### src/rtl/wb_mailbox.sv
// wb_mailbox: Wishbone B4 classic mailbox with TX/RX word FIFOs; optional irq_o under WB_MAILBOX_IRQ_EN
module wb_mailbox_fifo #(
  parameter int DEPTH = 8,
  parameter int CW = $clog2(DEPTH) + 1
) (
  input  logic          clk_i,
  input  logic          rst_ni,
  input  logic          flush,
  input  logic          push,
  input  logic          pop,
  input  logic [31:0]   din,
  output logic [31:0]   head,
  output logic [CW-1:0] count,
  output logic          full,
  output logic          empty
);
  localparam int PW = $clog2(DEPTH);
  logic [31:0] mem [DEPTH];
  logic [PW-1:0] wp, rp;
  always_ff @(posedge clk_i or negedge rst_ni)
    if (!rst_ni) begin
      wp <= '0;
      rp <= '0;
      count <= '0;
    end else if (flush) begin
      wp <= '0;
      rp <= '0;
      count <= '0;
    end else begin
      wp <= wp + PW'(push);
      rp <= rp + PW'(pop);
      count <= count + CW'(push) - CW'(pop);
    end
  always_ff @(posedge clk_i)
    if (push && !flush) mem[wp] <= din;
  assign head = mem[rp];
  assign full = count == CW'(DEPTH);
  assign empty = count == '0;
endmodule

module wb_mailbox #(
  parameter int ADDR_WIDTH = 32,
  parameter int FIFO_DEPTH = 8,
  parameter logic [ADDR_WIDTH-1:0] BASE_ADDR = 32'h0030_0000
) (
  input  logic                  clk_i,
  input  logic                  rst_ni,
  input  logic [ADDR_WIDTH-1:0] wb_addr_i,
  input  logic [31:0]           wb_wdata_i,
  output logic [31:0]           wb_rdata_o,
  input  logic                  wb_wr_en_i,
  input  logic [3:0]            wb_byte_en_i,
  input  logic                  wb_stb_i,
  input  logic                  wb_cyc_i,
  output logic                  wb_ack_o,
  output logic                  m_valid_o,
  input  logic                  m_ready_i,
  output logic [31:0]           m_data_o,
  input  logic                  s_valid_i,
  output logic                  s_ready_o,
  input  logic [31:0]           s_data_i
`ifdef WB_MAILBOX_IRQ_EN
  ,
  output logic                  irq_o
`endif
);
  localparam int CW = $clog2(FIFO_DEPTH) + 1;
  typedef enum logic {IDLE, ACK} state_e;
  state_e state_q, state_d;
  logic acc, hit, wr, rd, tx_req, rx_req, stat_wr, ctrl_wr;
  logic tx_full, tx_empty, rx_full, rx_empty, tx_en_q, irq_en_q, tx_ovf_q, rx_udf_q;
  logic [1:0] sel;
  logic [CW-1:0] tx_cnt, rx_cnt;
  logic [31:0] tx_head, rx_head, status, ctrl_rd, rd_val;
  logic unused;
  assign unused = ^{wb_byte_en_i, wb_addr_i[1:0]};
  always_ff @(posedge clk_i or negedge rst_ni)
    if (!rst_ni) state_q <= IDLE;
    else state_q <= state_d;
  always_comb begin
    acc = state_q == IDLE && wb_cyc_i && wb_stb_i;
    state_d = acc ? ACK : IDLE;
  end
  assign wb_ack_o = state_q == ACK;
  assign hit = wb_addr_i[ADDR_WIDTH-1:4] == BASE_ADDR[ADDR_WIDTH-1:4];
  assign sel = wb_addr_i[3:2];
  assign wr = acc & hit & wb_wr_en_i;
  assign rd = acc & hit & ~wb_wr_en_i;
  assign tx_req = wr & (sel == 2'd0);
  assign rx_req = rd & (sel == 2'd1);
  assign stat_wr = wr & (sel == 2'd2);
  assign ctrl_wr = wr & (sel == 2'd3);
  wb_mailbox_fifo #(.DEPTH(FIFO_DEPTH)) u_tx (
    .clk_i(clk_i), .rst_ni(rst_ni), .flush(ctrl_wr & wb_wdata_i[1]),
    .push(tx_req & ~tx_full), .pop(m_valid_o & m_ready_i), .din(wb_wdata_i),
    .head(tx_head), .count(tx_cnt), .full(tx_full), .empty(tx_empty)
  );
  wb_mailbox_fifo #(.DEPTH(FIFO_DEPTH)) u_rx (
    .clk_i(clk_i), .rst_ni(rst_ni), .flush(ctrl_wr & wb_wdata_i[2]),
    .push(s_valid_i & s_ready_o), .pop(rx_req & ~rx_empty), .din(s_data_i),
    .head(rx_head), .count(rx_cnt), .full(rx_full), .empty(rx_empty)
  );
  assign m_valid_o = tx_en_q & ~tx_empty;
  assign m_data_o = tx_empty ? '0 : tx_head;
  assign s_ready_o = ~rx_full;
  assign status = {6'd0, rx_udf_q, tx_ovf_q, 8'(rx_cnt), 8'(tx_cnt), 4'd0, rx_empty, rx_full, tx_empty, tx_full};
  assign ctrl_rd = {28'd0, irq_en_q, 2'b00, tx_en_q};
  assign rd_val = !rd ? '0 : sel == 2'd1 ? (rx_empty ? '0 : rx_head) : sel == 2'd2 ? status : sel == 2'd3 ? ctrl_rd : '0;
  always_ff @(posedge clk_i or negedge rst_ni)
    if (!rst_ni) begin
      wb_rdata_o <= '0;
      tx_en_q <= 1'b0;
      tx_ovf_q <= 1'b0;
      rx_udf_q <= 1'b0;
    end else begin
      wb_rdata_o <= rd_val;
      if (ctrl_wr) tx_en_q <= wb_wdata_i[0];
      tx_ovf_q <= (tx_ovf_q & ~(stat_wr & wb_wdata_i[24])) | (tx_req & tx_full);
      rx_udf_q <= (rx_udf_q & ~(stat_wr & wb_wdata_i[25])) | (rx_req & rx_empty);
    end
`ifdef WB_MAILBOX_IRQ_EN
  always_ff @(posedge clk_i or negedge rst_ni)
    if (!rst_ni) begin
      irq_en_q <= 1'b0;
      irq_o <= 1'b0;
    end else begin
      if (ctrl_wr) irq_en_q <= wb_wdata_i[3];
      irq_o <= (irq_en_q & ~rx_empty) | tx_ovf_q | rx_udf_q;
    end
`else
  assign irq_en_q = 1'b0;
`endif
endmodule
### config.mk
export PLATFORM = sky130hd
export DESIGN_NAME = wb_mailbox
export DESIGN_NICKNAME = d
export VERILOG_FILES = /design/src/rtl/wb_mailbox.sv
export SDC_FILE = /design/constraint.sdc
export NUM_CORES = 1
export LEC_CHECK = 0
export CAP_MARGIN = 40
export CORE_ASPECT_RATIO = 0.6
export CORE_UTILIZATION = 35
export CTS_BUF_LIST = sky130_fd_sc_hd__clkbuf_8
export CTS_CLUSTER_DIAMETER = 200
export DETAILED_ROUTE_END_ITERATION = 8
export PLACE_DENSITY = 0.55
export SLEW_MARGIN = 20
export SYNTH_ARGS = -nofsm -noshare
export SYNTH_HDL_FRONTEND = slang
export SYNTH_SLANG_ARGS = --single-unit
### constraint.sdc
create_clock -name clk_i -period 4.8 [get_ports clk_i]
set_input_delay 0.96 -clock clk_i [delete_from_list [all_inputs] [get_ports clk_i]]
set_output_delay 0.96 -clock clk_i [all_outputs]
set_load 0.01 [all_outputs]
==> metrics.txt, run 1 <==
utilization after layout=43.4%; hold slack=273 ps; ys async rst share=about a tenth; Crit Path Class=flop to primary output; clock skew=~36 ps; Final Setup Violations=0; Detailed Place HPWL=a little under 30000 µm; Leak=~8.6 nW; R2R Setup Slk=1510 ps; DRC=0; actual slew at the worst max-slew pin=about 780 ps; Crit path arrival time=3140 ps; Reg2Reg Capture Point=u_tx.count[2]$_DFF_PN0_; cells after synthesis=roughly 1100; TritonCTS clock tree=built; initial antenna violation count=3; share of cells above drive strength 1=between 20% and 30%; 1st-pass router iterations=7; Worst VDD drop=199 µV; # hold bufs at CTS=0; pre-CTS setup slack=432 ps; Vias/cell=slightly below 5; # clock sinks=568; Synth area leader=edfxtp_1; Clk pin slew, worst setup/hold paths=70 ps; Tot Pwr=0.0104 W; GRT Overall Usage=15.9%; H-Tree Depth=3; sequential fraction of design power=56.5%; pin count of the biggest net entering global routing=56; Int Pwr=a little under 0.008 W; Synth top area share=a little over two thirds; Area contributors post-synth=edfxtp_1, mux4_2, dfrtp_1; Layout area overhead=21.2%; Synth Flop Type=edfxtp_1; HP Class=primary input to async pin; switching part of the total=23.7%; Routability Congestion=between 0.7 and 0.8; Clock Power Share=35.7%; Die X=326 µm; Final Hold Vio Count=0; Post-Route Setup TNS=0 ps; area of the core=0.0616 mm²; number of synthesized flops with an enable pin=512; Post-CTS Setup Repair Bufs=0; #FFs+latches synth=between 500 and 600; Setup WS post-layout=703 ps; count leader, synth=edfxtp_1; post-synthesis net count=1192; fin. max-slew vios=0; Die Span Y=196 µm; Crit Reg-Reg Startpoint=wb_ack_o$_DFF_PN0_; global route overflow=0; Slew headroom=48.2%; P_sw=about 0.0025 W; I/O pin total=174; unrepaired setup endpoints after global routing=no; remaining antenna violation count=0; combinational share of power=7.8%; max-cap violations=0; synth cell count leaders=edfxtp_1, mux4_2, mux2i_1; starting density of the core=35.8%; Mean Syn Cell Area=between 20 and 25 µm²; Critical Path Start=u_tx.rp[0]$_DFF_PN0_; outcome=finished clean; sequential-to-total area share from yosys stat=between 70 and 80%; CTS buffer count=85; Final period util=85.4%; per-cell routed wire length=22.8 µm; Achievable Freq=244 MHz; yosys warns=0; number of nets in the layout=about 1400; Routed WL=50300 µm; DIE AREA=0.0641 mm²; CTS root buffer=clkbuf_8; PostCTS Resize Cnt=0; row count=70; CP endpoint kind=primary output; first-pass GRT wire length=74700 µm; reg2reg path depth=10; Initial DRC Count=828; total number of vias=10900; Tmin final=4100 ps; synthesized cell area=0.0221 mm²; crit-path max FO=20; Clock Tree Buf Depth=3; Netlist cell types=48; Critical Path Sink=m_data_o[29]; worst skew pair latency=around 670 ps; Required @ worst endpoint=around 3800 ps; Cell Pwr Density=389 mW/mm²; vias in the first global route=11500; Port Buffers=around 170; nature of the critical path startpoint=flop
==> area by class of cell <==
| cell class | count | area (µm²) |
|---|---|---|
| timing repair buffer | 207 | 2110 |
| sequential | 568 | 16800 |
| tap | 828 | 1040 |
| clock buffer | 94 | 1290 |
| antenna | 2 | 5.00 |
| fill | 5305 | 34800 |
| multi-input combinational | 428 | 5140 |
| clock inverter | 60 | 307 |
| inverter | 16 | 60.1 |
==> cell families (layout without fill, tap and decap cells) <==
logic type | count (synthesis) | after routing | share of synthesized area, %
buffers and inverters | 69 | 377 | 1.40
flip-flops | 568 | 568 | 76.0
multiplexers | 194 | 194 | 15.3
XOR/XNOR | 9 | 9 | 0.391
other | 0 | 2 | 0
AND/OR/NAND/NOR | 158 | 158 | 4.14
AO/OA/AOI/OAI | 47 | 47 | 1.49
adder cells (fa/ha/maj) | 20 | 20 | 1.20
==> state kept, by name, indices dropped and copies added (netlist names) <==
register	flops
tx_en_q	1
u_tx.wp	3
tx_ovf_q	1
u_rx.mem	256
u_rx.rp	3
u_tx.rp	3
wb_rdata_o	32
rx_udf_q	1
u_tx.mem	256
u_tx.count	4
u_rx.count	4
u_rx.wp	3
wb_ack_o	1
==> worst min path at each step <==
stage                               endpoint  cells past startpoint                from
floorplan                 rx_udf_q$_DFF_PN0_                      1  rx_udf_q$_DFF_PN0_
global placement          rx_udf_q$_DFF_PN0_                      1  rx_udf_q$_DFF_PN0_
detailed placement        rx_udf_q$_DFF_PN0_                      1  rx_udf_q$_DFF_PN0_
CTS                 wb_rdata_o[21]$_DFF_PN0_                      1              rst_ni
global route        wb_rdata_o[21]$_DFF_PN0_                      1              rst_ni
finish              wb_rdata_o[21]$_DFF_PN0_                      1              rst_ni
==> per-layer routing <==
layer	track usage (%)	wire length, µm
met3	3.67	2380
met1	22.9	23800
met2	24.1	23200
met5	0	13
met4	4.69	865
==> critical path, cell delays in order (launching register included) <==
cell and delay (ps):
dfrtp_4 640, buf_4 450, mux4_2 570, mux2i_1 190, nor2_1 80, clkdlybuf4s50_1 510
==> stage by stage <==
| step | std cells | cell area [µm²] |
|---|---|---|
| global route | 2202 | 26700 |
| detailed placement | 2047 | 25100 |
| floorplan | 1065 | 22100 |
| CTS | 2201 | 26700 |
| finish | 2203 | 26700 |
| global placement | 2046 | 25100 |
==> power groups by stage <==
stage	combinational, W	sequential [W]	clock, W
6_report	0.000812	0.00588	0.00371
5_1_grt	0.000885	0.00590	0.00403
3_3_place_gp	0.000806	0.00596	0
3_5_place_dp	0.000824	0.00598	0
2_1_floorplan	0.000410	0.00595	0
4_1_cts	0.000831	0.00588	0.00383
==> cells in the final DEF (no fill, tap or decap), types with 15 or more instances in the layout <==
cell	count
edfxtp_1	512
nand2_1	15
ha_1	18
buf_4	28
dfrtp_1	50
mux2i_1	76
nor2_1	69
clkbuf_8	94
mux4_2	115
clkdlybuf4s50_1	166
inv_1	53
Note: power is estimated with default switching activity, not from simulation.
==> run 2: changes to the inputs <==
Settings changed: CAP_MARGIN 40 to 20.
==> run 2 against run 1 <==
  * Maximum frequency about the same
  * Die area unchanged
  * Design area decreased by 0.31%
  * Via count about the same
  * Critical path depth unchanged
  * Largest power group unchanged
  * Clock skew increased by 2.9 ps
==> metrics.txt, run 2 (synthesis gave the netlist of run 1 again) <==
routed wl met2=23200 µm; # hold bufs at CTS=0; Crit Path Class=flop to primary output; CP Buf/Inv Count=2; outcome=finished clean; number of nets in the layout=1433; Clk pin slew, worst setup/hold paths=60 ps; Die Span Y=roughly 200 µm; fin cells=between 2000 and 2500; unrepaired setup endpoints after global routing=no; H-Tree Depth=3; worst skew pair latency=just under 700 ps; Leak=8.51 nW; Final Setup Violations=0; GRT Overall Usage=around 16%; Crit Reg-Reg Startpoint=wb_ack_o$_DFF_PN0_; Initial DRC Count=between 700 and 800; vias in the first global route=11600; total number of vias=10900; Critical-path top delay cell=dfrtp_4; wire length on met1=about 24000 µm; pre-CTS setup slack=447 ps; largest registers=u_rx.mem x256, u_tx.mem x256, wb_rdata_o x32; first-pass GRT wire length=between 70000 and 80000 µm; max incr delay on CP=630 ps; Crit path arrival time=~3100 ps; I/O pin total=174; starting density of the core=a little over a third; PostCTS Resize Cnt=0; Crit path max-delay family=buffers and inverters; Detailed Place HPWL=28800 µm; Layout area overhead=20.8%; CTS buffer count=86; share of cells above drive strength 1=21.7%; area of the core=0.0616 mm²; row count=70; DR top layer=met5; Die X=326 µm; global route overflow=0; Vias/cell=4.96; DRC=0; # clock sinks=568; Final Hold Vio Count=0; max-cap violations=0; Worst VDD drop=196 µV; clock skew=38.8 ps; Final period util=85.4%; fin. max-slew vios=0; Routability Congestion=between 0.7 and 0.8; Critical Path Start=u_tx.rp[0]$_DFF_PN0_; Achievable Freq=244 MHz; R2R Setup Slk=1500 ps; 1st-pass router iterations=5; Routed WL=50400 µm; Tmin final=between 4000 and 5000 ps; most frequent cells in the layout=edfxtp_1, clkdlybuf4s50_1, mux4_2; Tot Pwr=0.0103 W; DIE AREA=0.0641 mm²; crit-path max FO=20; met3 wire len=about 2400 µm; Post-CTS Setup Repair Bufs=0; initial antenna violation count=3; Cell Pwr Density=386 mW/mm²; critical path, cell by cell=buf_4 -> mux4_2 -> mux2i_1 -> nor2_1 -> clkdlybuf4s50_1; nature of the critical path startpoint=flop; remaining antenna violation count=0; TritonCTS clock tree=built; per-cell routed wire length=22.9 µm; CP endpoint kind=primary output; Reg2Reg Capture Point=u_tx.count[2]$_DFF_PN0_; HP Class=primary input to async pin; actual slew at the worst max-slew pin=1020 ps; Required @ worst endpoint=roughly 3800 ps; Slew headroom=31.8%; CTS root buffer=clkbuf_8; post-placement cell count=between 2000 and 2500; reg2reg path depth=10; pin count of the biggest net entering global routing=56; Setup WS post-layout=~700 ps; Clock Tree Buf Depth=3; Port Buffers=167; most common cell after layout, fill and taps aside=edfxtp_1
## run 2: changes by cell type in the layout (fill, tap and decap cells not counted), sizes merged
cell / before / now
clkinvlp: 1 / 3
clkbuf: 94 / 89
buf: 41 / 40
## run 2: where the power goes
group / internal, W / switching (W) / total, W
logic: 0.000294 / 0.000516 / 0.000810
clock network: 0.00178 / 0.00183 / 0.00360
registers: 0.00577 / 0.000107 / 0.00588
## run 2: area by class of cell
cell class	instances	area, µm²
Fill cell	5304	34900
Sequential cell	568	16800
Multi-Input combinational cell	428	5140
Timing Repair Buffer	206	2100
Clock buffer	89	1220
Tap cell	828	1040
Clock inverter	62	304
Inverter	16	60.1
Antenna cell	2	5.00
## run 2: through the flow
stage               hold WS, ps  area (µm²)  util [%]  setup TNS (ps)
global placement            513       25100      40.8               0
CTS                         221       26700      43.3               0
detailed placement          529       25100      40.8               0
finish                      274       26700      43.3               0
floorplan                   481       22100         -         -104620
global route                261       26700      43.3               0
## run 2: worst max-delay path by stage
| stage | to | slack [ps] | cells after the start |
|---|---|---|---|
| 2_1_floorplan | u_tx.mem[0][0]$_DFFE_PP_ | -820 | 5 |
| 3_3_place_gp | u_tx.count[2]$_DFF_PN0_ | 460 | 11 |
| 3_5_place_dp | u_tx.count[2]$_DFF_PN0_ | 450 | 11 |
| 4_1_cts | m_data_o[29] | 560 | 5 |
| 5_1_grt | m_data_o[26] | 500 | 5 |
| 6_report | m_data_o[28] | 700 | 5 |
## run 2: per-layer routing
metal | track usage, % | vias to the layer above
met4 | 4.69 | 2
met5 | 0 | -
met3 | 3.68 | 54
met1 | 23.0 | 5806
li1 | - | 4804
met2 | 24.1 | 245
==> run 3: changes to the inputs <==
Settings changed: ABC_CLOCK_PERIOD_IN_PS from default to 4800, HOLD_SLACK_MARGIN from default to 0.02.
==> results of run 3 <==
No change in the layout: final DEF, timing and power equal those of run 2.
